[src/rtl/d5m_raw_axis_packer_if.sv]
// AXI4-Stream video bus carrying one 12-bit raw Bayer pixel per beat.
// tuser marks the first pixel of a frame; tlast marks the last pixel of each line.
interface d5m_raw_axis_packer_if;
    logic        tvalid;
    logic        tready;
    logic [15:0] tdata;
    logic        tuser;
    logic        tlast;

    modport master (output tvalid, tdata, tuser, tlast, input tready);
    modport slave  (input tvalid, tdata, tuser, tlast, output tready);
endinterface

[src/rtl/d5m_raw_axis_packer.sv]
// Packs the D5M raw pixel bus into an AXI4-Stream with frame/line markers.
// A one-pixel hold stage lets tlast ride on the last pixel; a show-ahead FIFO absorbs stalls.
module d5m_raw_axis_packer #(
    parameter int FIFO_DEPTH = 16,
    parameter int FRM_CNT_W  = 16
) (
    input  logic                     ACLK,
    input  logic                     ARESETN,
    input  logic                     enable,
    input  logic [11:0]              idata,
    input  logic                     ifval,
    input  logic                     ilval,
    d5m_raw_axis_packer_if.master    rgb_m_axis,
    input  logic                     ovf_clr,
    output logic                     ovf_flag,
    output logic [FRM_CNT_W-1:0]     frame_cnt
);
    localparam int AW = $clog2(FIFO_DEPTH);

    localparam logic [1:0] ST_IDLE   = 2'd0;
    localparam logic [1:0] ST_ACTIVE = 2'd1;
    localparam logic [1:0] ST_DROP   = 2'd2;

    if (FIFO_DEPTH < 4 || (FIFO_DEPTH & (FIFO_DEPTH - 1)) != 0) begin : g_depth_chk
        $error("FIFO_DEPTH must be a power of two >= 4");
    end

    typedef struct packed {
        logic        tuser;
        logic        tlast;
        logic [11:0] pix;
    } entry_t;

    logic          ifval_q;
    logic          ilval_q;
    logic          armed;
    logic [1:0]    state;
    logic [1:0]    state_nxt;

    logic          hold_vld;
    logic          hold_sof;
    logic [11:0]   hold_pix;
    logic          first_pix;

    entry_t        mem [FIFO_DEPTH];
    entry_t        head;
    entry_t        wr_entry;
    logic [AW-1:0] wr_ptr;
    logic [AW-1:0] rd_ptr;
    logic [AW:0]   count;

    logic          fv_rise;
    logic          fv_fall;
    logic          lv_fall;
    logic          pix_vld;
    logic          fifo_vld;
    logic          full;
    logic          wr_req;
    logic          push;
    logic          pop;
    logic          ovf_set;
    logic          frame_done;

    // After reset a rise only counts once ifval has been seen low, so a
    // frame already in flight at release is skipped entirely.
    assign fv_rise  = ifval & ~ifval_q & armed;
    assign fv_fall  = ~ifval & ifval_q;
    assign lv_fall  = ilval_q & ~ilval;
    assign pix_vld  = ifval & ilval;

    assign fifo_vld = (count != '0);
    assign full     = (count == (AW+1)'(FIFO_DEPTH));
    assign pop      = fifo_vld & rgb_m_axis.tready;

    always_comb begin
        wr_req         = 1'b0;
        wr_entry       = '0;
        wr_entry.tuser = hold_sof;
        wr_entry.pix   = hold_pix;
        if (state == ST_ACTIVE && hold_vld) begin
            if (pix_vld) begin
                wr_req = 1'b1;
            end else if (lv_fall | fv_fall) begin
                // ifval dropping mid-line closes the line as well
                wr_req         = 1'b1;
                wr_entry.tlast = 1'b1;
            end
        end
    end

    // Full is judged on the pre-pop count: a same-cycle pop does not rescue the write.
    assign push    = wr_req & ~full;
    assign ovf_set = wr_req & full;

    always_comb begin
        state_nxt = state;
        case (state)
            ST_IDLE:   if (fv_rise && enable) state_nxt = ST_ACTIVE;
            ST_ACTIVE: begin
                if (ovf_set)      state_nxt = fv_fall ? ST_IDLE : ST_DROP;
                else if (fv_fall) state_nxt = ST_IDLE;
            end
            ST_DROP:   if (fv_fall) state_nxt = ST_IDLE;
            default:   state_nxt = ST_IDLE;
        endcase
    end

    assign frame_done = (state == ST_ACTIVE) & fv_fall & ~ovf_set;

    always_ff @(posedge ACLK or negedge ARESETN) begin
        if (!ARESETN) begin
            ifval_q <= 1'b0;
            ilval_q <= 1'b0;
            armed   <= 1'b0;
            state   <= ST_IDLE;
        end else begin
            ifval_q <= ifval;
            ilval_q <= ilval;
            if (!ifval) armed <= 1'b1;
            state   <= state_nxt;
        end
    end

    always_ff @(posedge ACLK or negedge ARESETN) begin
        if (!ARESETN) begin
            hold_vld  <= 1'b0;
            hold_sof  <= 1'b0;
            hold_pix  <= '0;
            first_pix <= 1'b0;
        end else if (state == ST_IDLE) begin
            hold_vld  <= 1'b0;
            first_pix <= (state_nxt == ST_ACTIVE);
        end else if (state == ST_ACTIVE && state_nxt == ST_ACTIVE) begin
            if (pix_vld) begin
                hold_vld  <= 1'b1;
                hold_pix  <= idata;
                hold_sof  <= first_pix;
                first_pix <= 1'b0;
            end else if (lv_fall) begin
                hold_vld  <= 1'b0;
            end
        end else begin
            hold_vld  <= 1'b0;
        end
    end

    always_ff @(posedge ACLK) begin
        if (push) mem[wr_ptr] <= wr_entry;
    end

    always_ff @(posedge ACLK or negedge ARESETN) begin
        if (!ARESETN) begin
            wr_ptr <= '0;
            rd_ptr <= '0;
            count  <= '0;
        end else begin
            if (push) wr_ptr <= wr_ptr + 1'b1;
            if (pop)  rd_ptr <= rd_ptr + 1'b1;
            case ({push, pop})
                2'b10:   count <= count + 1'b1;
                2'b01:   count <= count - 1'b1;
                default: count <= count;
            endcase
        end
    end

    always_ff @(posedge ACLK or negedge ARESETN) begin
        if (!ARESETN) begin
            ovf_flag  <= 1'b0;
            frame_cnt <= '0;
        end else begin
            if (ovf_set)      ovf_flag <= 1'b1;
            else if (ovf_clr) ovf_flag <= 1'b0;
            if (frame_done)   frame_cnt <= frame_cnt + 1'b1;
        end
    end

    // Payload is forced to zero while empty so an idle bus reads as all-zero.
    assign head              = mem[rd_ptr];
    assign rgb_m_axis.tvalid = fifo_vld;
    assign rgb_m_axis.tdata  = fifo_vld ? {4'b0, head.pix} : 16'h0;
    assign rgb_m_axis.tuser  = fifo_vld & head.tuser;
    assign rgb_m_axis.tlast  = fifo_vld & head.tlast;

endmodule

[src/flat_wrapper.sv]
// flat-port wrapper written by rule: the top's interface ports become plain ports
module d5m_raw_axis_packer_flat 
#(
    parameter int FIFO_DEPTH = 16,
    parameter int FRM_CNT_W  = 16
)
  (ACLK, ARESETN, enable, idata, ifval, ilval, ovf_clr, ovf_flag, frame_cnt, rgb_m_axis_tvalid, rgb_m_axis_tdata, rgb_m_axis_tuser, rgb_m_axis_tlast, rgb_m_axis_tready);
  d5m_raw_axis_packer_if rgb_m_axis_i ();
  input  logic ACLK;
  input  logic ARESETN;
  input  logic enable;
  input  logic [11:0] idata;
  input  logic ifval;
  input  logic ilval;
  input  logic ovf_clr;
  output logic ovf_flag;
  output logic [FRM_CNT_W-1:0] frame_cnt;
  output wire logic [$bits(rgb_m_axis_i.tvalid)-1:0] rgb_m_axis_tvalid;
  output wire logic [$bits(rgb_m_axis_i.tdata)-1:0] rgb_m_axis_tdata;
  output wire logic [$bits(rgb_m_axis_i.tuser)-1:0] rgb_m_axis_tuser;
  output wire logic [$bits(rgb_m_axis_i.tlast)-1:0] rgb_m_axis_tlast;
  input wire logic [$bits(rgb_m_axis_i.tready)-1:0] rgb_m_axis_tready;
  assign rgb_m_axis_tvalid = rgb_m_axis_i.tvalid;
  assign rgb_m_axis_tdata = rgb_m_axis_i.tdata;
  assign rgb_m_axis_tuser = rgb_m_axis_i.tuser;
  assign rgb_m_axis_tlast = rgb_m_axis_i.tlast;
  assign rgb_m_axis_i.tready = rgb_m_axis_tready;
  d5m_raw_axis_packer #(.FIFO_DEPTH(FIFO_DEPTH), .FRM_CNT_W(FRM_CNT_W)) u_core (.ACLK(ACLK), .ARESETN(ARESETN), .enable(enable), .idata(idata), .ifval(ifval), .ilval(ilval), .rgb_m_axis(rgb_m_axis_i), .ovf_clr(ovf_clr), .ovf_flag(ovf_flag), .frame_cnt(frame_cnt));
endmodule
[config.mk]
export PLATFORM = sky130hd
export DESIGN_NAME = d5m_raw_axis_packer_flat
export DESIGN_NICKNAME = d
export VERILOG_FILES = /design/src/rtl/d5m_raw_axis_packer_if.sv /design/src/rtl/d5m_raw_axis_packer.sv /design/src/flat_wrapper.sv
export SDC_FILE = /design/constraint.sdc
export NUM_CORES = 1
export LEC_CHECK = 0
export CELL_PAD_IN_SITES_DETAIL_PLACEMENT = 1
export CELL_PAD_IN_SITES_GLOBAL_PLACEMENT = 1
export CORE_UTILIZATION = 56
export CTS_BUF_LIST = sky130_fd_sc_hd__clkbuf_4 sky130_fd_sc_hd__clkbuf_8 sky130_fd_sc_hd__clkbuf_16
export DETAILED_ROUTE_END_ITERATION = 8
export GPL_ROUTABILITY_DRIVEN = 0
export HOLD_SLACK_MARGIN = 0.06
export PLACE_DENSITY = 0.9
export REMOVE_ABC_BUFFERS = 1
export SLEW_MARGIN = 20
export SYNTH_ARGS = -nofsm -noshare
export SYNTH_HDL_FRONTEND = slang
export SYNTH_SLANG_ARGS = --single-unit
[constraint.sdc]
create_clock -name ACLK -period 9.1 [get_ports ACLK]
set_input_delay 1.82 -clock ACLK [delete_from_list [all_inputs] [get_ports ACLK]]
set_output_delay 1.82 -clock ACLK [all_outputs]
set_load 0.02 [all_outputs]
Word-level counts from Yosys, hierarchy flattened:

Memory sizes are Yosys's and may differ from the RTL's.
Cells that the tools add are included.

* order comparisons: 0
* bitwise operators: 19
* reduce and logical (&&, ||, !) cells: 11
* add/subtract/negate cells: 5
* muxes and demuxes: 23
* div/mod/pow operators: 0
* multipliers: 0
* shift operators: 0
* equality and inequality tests: 7

Operator list (count)
* 16-bit by 1-bit adder with 16-bit output, second input constant: 1
* 1-bit two-way mux: 16
* 1-bit AND: 12
* 12-bit two-way mux: 1
* 5-bit case mux with 2 select lines: 1
* 4-bit by 1-bit adder with 4-bit output, second input constant: 2
* 2-bit two-way mux: 4
* 2-bit nonzero test: 4
* 2-bit by 1-bit equality test with 1-bit output, second input constant: 3
* 1-bit inverter: 6
* 2-bit case mux with 3 select lines: 1
* 5-bit by 1-bit adder with 5-bit output, second input constant: 1
* 5-bit equality test, second input constant: 1
* 5-bit nonzero test: 1
* 5-bit by 1-bit subtractor with 5-bit output, second input constant: 1
* 2-bit equality test, second input constant: 2
* 4-bit by 1-bit inequality test with 1-bit output, second input constant: 1
* 1-bit logical AND: 3
* 3-bit AND reduction: 1
* 2-bit zero test: 1
* 2-bit AND reduction: 1
* 1-bit OR: 1

* bits in read-only memories: 0
* word-level logic and storage cells: 79
* bits of input ports: 19
* register bits after elaboration: 50
* RAM bits: 224
* output and inout bits: 36
* latch bits: 0
* memories: 1

Memories
* u_core.mem: words 16, bits a word 14, read ports 1, clocked after memory_dff 0, wr ports 1, RTL line d5m_raw_axis_packer.sv:45 `entry_t mem [FIFO_DEPTH];`

Depth between registers and ports, before layout:

* depth in word-level cells: 13
* gate-level depth with buffers: 11
* mapped depth without buffers: 11

Worst setup path before layout:

OpenSTA, ideal clock, no wires.

* path type: input-to-reg
* start: input ilval
* end: register u_core.count[4]
* buffers on the path: 0
* setup slack: 5.060 ns
* stages on the path: 9
* required time: 8.984 ns
* arrival time: 3.924 ns
* path through: nand2b_1 -> a31oi_2 -> nand2_1 -> ha_1 -> ha_1 -> nor2b_1 -> o21a_1 -> mux2_2 -> o311ai_0

* cells in the longest elaborated chain, start to end: 9
* elaborated cells on any way between the ends: 12

RTL lines
* start: declaration: RTL line flat_wrapper.sv:14 `input logic ilval;`
* 1-bit inverter: RTL line d5m_raw_axis_packer.sv:68 `assign lv_fall = ilval_q & ~ilval;`
* 1-bit AND: RTL line d5m_raw_axis_packer.sv:68
* 1-bit OR: RTL line d5m_raw_axis_packer.sv:83 `end else if (lv_fall | fv_fall) begin`
* 1-bit two-way mux: RTL line d5m_raw_axis_packer.sv:83
* 1-bit two-way mux (*): RTL line d5m_raw_axis_packer.sv:81 `if (pix_vld) begin`
* 1-bit two-way mux (*): RTL line d5m_raw_axis_packer.sv:80 `if (state == ST_ACTIVE && hold_vld) begin`
* 1-bit AND (*): RTL line d5m_raw_axis_packer.sv:92 `assign push = wr_req & ~full;`
* 2-bit by 1-bit equality test with 1-bit output / 2-bit equality test (equally long branches): RTL line d5m_raw_axis_packer.sv:159 `case ({push, pop})`
* 5-bit case mux with 2 select lines / 2-bit nonzero test (equally long branches)
* end signal: assignment: RTL line d5m_raw_axis_packer.sv:160 `2'b10: count <= count + 1'b1;`
* end signal: assignment: RTL line d5m_raw_axis_packer.sv:161 `2'b01: count <= count - 1'b1;`
* end signal: assignment: RTL line d5m_raw_axis_packer.sv:162 `default: count <= count;`
* end: declaration: RTL line d5m_raw_axis_packer.sv:50 `logic [AW:0] count;`

Every way passes the cells marked *; elsewhere a longest branch is shown, timed or not.
A chain may end at the register's enable or synchronous reset.

Worst setup path after layout:

* start: register u_core.rd_ptr[0]
* end: output rgb_m_axis_tdata[3]

* cells in the longest elaborated chain, start to end: 2

RTL lines
* start: declaration: RTL line d5m_raw_axis_packer.sv:49 `logic [AW-1:0] rd_ptr;`
* start signal: assignment: RTL line d5m_raw_axis_packer.sv:158 `if (pop) rd_ptr <= rd_ptr + 1'b1;`
* memory read 16 x 14 bit
* 12-bit two-way mux: RTL line d5m_raw_axis_packer.sv:181 `assign rgb_m_axis.tdata = fifo_vld ? {4'b0, head.pix} : 16'h0;`
* end: declaration: RTL line flat_wrapper.sv:19 `output wire logic [$bits(rgb_m_axis_i.tdata)-1:0] rgb_m_axis_tdata;`

No other way between the ends.

==> out/metrics.yaml <==
cts:
  clockBufferDepth: 3
  cts_hold_buffers: 0
  postCtsSetupBuffers: 0
  cts_made_buffers: 28
  cts_root_buf: "clkbuf_16"
  ctsHtreeMaxLevel: 1
  cts.sinks: 274
  cts_tree: "built"
  ctsResizeCount: 0
  clk_pin_slew_ns: 0.07
  insertion_delay_ns: 0.54
synthesis:
  yosys_warnings: 0
  avgSynthCellArea_um2: 19.0
  async_flop_share_pct: 18.2
  yosysSeqAreaShare_pct: 72.9
  synthesis.area_um2: 10900
  synth_area_leaders: "edfxtp_1 (61%), mux4_2 (12%), dfrtp_1 (11%), mux2i_1 (1.4%), ha_1 (1.1%)"
  yosysTopAreaCellShare_pct: 61.4
  synthCells: 577
  ys_types: 52
  synth-edff-count: 224
  ys_seq_elements: 274
  synth_ff_type: "edfxtp_1"
  synth_top_cell_by_area: "edfxtp_1"
timing:
  setup_slack_ns: 3.71
  fmax_mhz: 185
  relSlewSlack_pct: 27.5
  finalHoldViolCount: 0
  rsz0062_at_grt: "no"
  drv_slew: 0
  tns_ns: 0
  finalSetupViolCount: 0
  hold_ws_ns: 0.488
  finalCritPeriodShare_pct: 59.3
  finalCriticalPeriod_ns: 5.39
  worstMarginPinSlew_ns: 1.08
  fin_skew_ns: 0.0163
worst_setup_path:
  r2r_cells: 10
  cpMaxStageDelayCell: "buf_4"
  crit_path_max_incr_delay_ns: 0.76
  worstSetupPathType: "flip-flop to output pin"
  crit_path_max_fanout: 49
  cp-end-kind: "output pin"
  cp.arrival_ns: 3.57
  cp_top_family: "buffers and inverters"
  path_cells: "buf_4 > mux4_2 > a22oi_1 > o21ai_0 > clkdlybuf4s50_1"
  critPathLaunchType: "flip-flop"
  critPathBufInv: 2
  worst-path-stages: 5
  required_ns: 7.28
worst_hold_path:
  hold_path.class: "flip-flop to flip-flop"
  hold_depth: 1
drt:
  vias: 5862
  routed-wl-met3_mm: 1.79
  drc: 0
  route.met2.wl_mm: 13.5
  top_layer: "met4"
  drt_first_iter_violations: 430
  wirelength_mm: 26.3
  wl_met1_mm: 10.3
  antenna_left: 0
  vias_per_cell: 6.26
  routedWlPerCell_um: 28.0
  dr.pass1.iters: 4
global_routing:
  grt_pass1_vias: 6499
  grt_util_all_layers_pct: 27.7
  grt_start_max_net_pins: 51
  overflow: 0
  grt_pass1_wl_mm: 40.1
  antenna_found_initial: 0
finish:
  fin_nets: 685
  synthToLayoutAreaGrowth_pct: 17.0
  layout-drive-gt1-share_pct: 22.3
  multi_input_area_um2: 2840
  diodes: 0
  fillers: 1584
  seq_area_um2: 7980
  post-route-util_pct: 67.6
floorplanning:
  die_area_um2: 20100
  io-pin-count: 55
  rows: 50
  start_util_pct: 57.8
  core-area_um2: 19000
  die_w_um: 142
  die_h_um: 142
flow_run:
  cap_violations: 0
power_and_ir_drop:
  switching_share_pct: 30.0
  seq_power_share_pct: 44.1
  ir_worst_vdd_mv: 0.214
  leakage_uw: 0.00439
  p_switching_uw: 1150
  power_frac_comb_pct: 25.8
  powerDensity_nw_per_um2: 299
  power_frac_clock_pct: 30.1
  internal-power_uw: 2680
placed_design:
  portBuffers: 50
  dp.final_hpwl_mm: 15.0
  post-place-ws_ns: 4.11
run_status:
  outcome: "finished clean"
layout by cell type, fill, tap and decap left out, types with 2 or more instances in the layout:
master           netlist  layout
edfxtp_1             224     224
clkinv_1               0       2
xnor2_1               12      12
ha_1                  10      10
nand2_1               19      19
clkdlybuf4s50_1        0      49
nor2b_1                4       4
nor4_1                 4       4
nor2_1                15      14
nand4_1                4       4
clkbuf_8               0       3
bufinv_16              0       2
xor2_1                11      11
nor3_4                 1       3
nor3_1                11       7
o21ai_0               19      19
a21oi_1                5       4
clkinvlp_4             0       3
dfrtp_1               50      48
mux4_2                56      56
inv_1                 11      11
nand2b_1               9       9
conb_1                 1       4
mux2_1                 9       9
buf_4                  6      20
and3_1                 4       4
mux2i_1               15      15
clkinv_2               0       5
a22oi_1               14      14
nor3_2                 0       2
clkbuf_16              0      29
clkbuf_4               0       6
mux2_2                 8       8
nand3_1               12      12
per-layer routing:
metal,up-vias,track usage [%]
met3,52,5.33
met1,3091,36.6
met4,0,9.28
met5,-,0
met2,261,46.8
li1,2458,-
area by class of cell:
type | count | share of cell area, %
flip-flops and latches | 274 | 62.3
inverters | 11 | 0.322
repair buffers | 72 | 5.37
clock inverters | 14 | 1.01
clock buffers | 38 | 6.34
well taps | 260 | 2.54
multi-input cells | 268 | 22.1
registers in the layout, summed over array words and instances (netlist names):
register          count
u_core.state          2
u_core.count          5
u_core.first_pix      1
u_core.hold_vld       1
u_core.ovf_flag       1
u_core.wr_ptr         4
u_core.hold_sof       1
u_core.hold_pix      12
u_core.frame_cnt     16
u_core.rd_ptr         4
u_core.ifval_q        1
u_core.armed          1
u_core.mem          224
u_core.ilval_q        1
worst reg2reg max path, cell delays in order, from the launching register on:
cell      delay [ns]
dfrtp_1         0.45
nor4_2          0.63
nand2_1         0.30
nand2_1         0.20
ha_1            0.36
inv_1           0.13
fa_1            0.42
nor2b_1         0.13
o21a_1          0.18
mux2_2          0.35
o311ai_0        0.40
synth_stat cells (10+ instances only):
cell,n
o21ai_0,19
nand2_1,19
a22oi_1,14
edfxtp_1,224
mux4_2,56
nor3_1,11
xor2_1,11
nand3_1,12
xnor2_1,12
ha_1,10
inv_1,11
nor2_1,15
dfrtp_1,50
mux2i_1,15
cells by family after synthesis:
kind of cell | after synthesis | synth area share [%]
other | 1 | 0.0342
DFF | 274 | 72.9
buffers and inverters | 38 | 1.69
AOI/OAI and AO/OA | 47 | 2.75
xor gates and xnor gates | 24 | 1.99
muxes | 88 | 14.6
adders and majority gates | 11 | 1.33
and+or+nand+nor | 94 | 4.71
final timing paths:
| kind | startpoint | to | slack (ns) |
|---|---|---|---|
| setup / recovery | u_core.rd_ptr[0] | rgb_m_axis_tdata[3] | 3.71 |
| hold / removal | u_core.frame_cnt[15] | u_core.frame_cnt[15] | 0.49 |
| setup reg to reg | u_core.count[0] | u_core.count[4] | 5.41 |
| hold reg to reg | u_core.frame_cnt[15] | u_core.frame_cnt[15] | 0.49 |
| max in group asynchronous | ARESETN | u_core.rd_ptr[0] | 7.10 |
| min in group asynchronous | ARESETN | u_core.armed | 1.43 |
power groups by stage:
stage | registers [uW] | logic, uW | clock network [uW]
2_1_floorplan | 1740 | 570 | 0
3_3_place_gp | 1690 | 944 | 0
3_5_place_dp | 1710 | 979 | 0
4_1_cts | 1690 | 1000 | 1160
5_1_grt | 1710 | 1060 | 1210
6_report | 1690 | 987 | 1160
through the flow:
stage | instance area [um2] | total power, uW | std cells
2_1_floorplan | 10800 | 2310 | 553
3_3_place_gp | 11800 | 2630 | 883
3_5_place_dp | 11800 | 2690 | 883
4_1_cts | 12800 | 3860 | 935
5_1_grt | 12800 | 3980 | 937
6_report | 12800 | 3830 | 937
(Power assumes the default switching activity.)
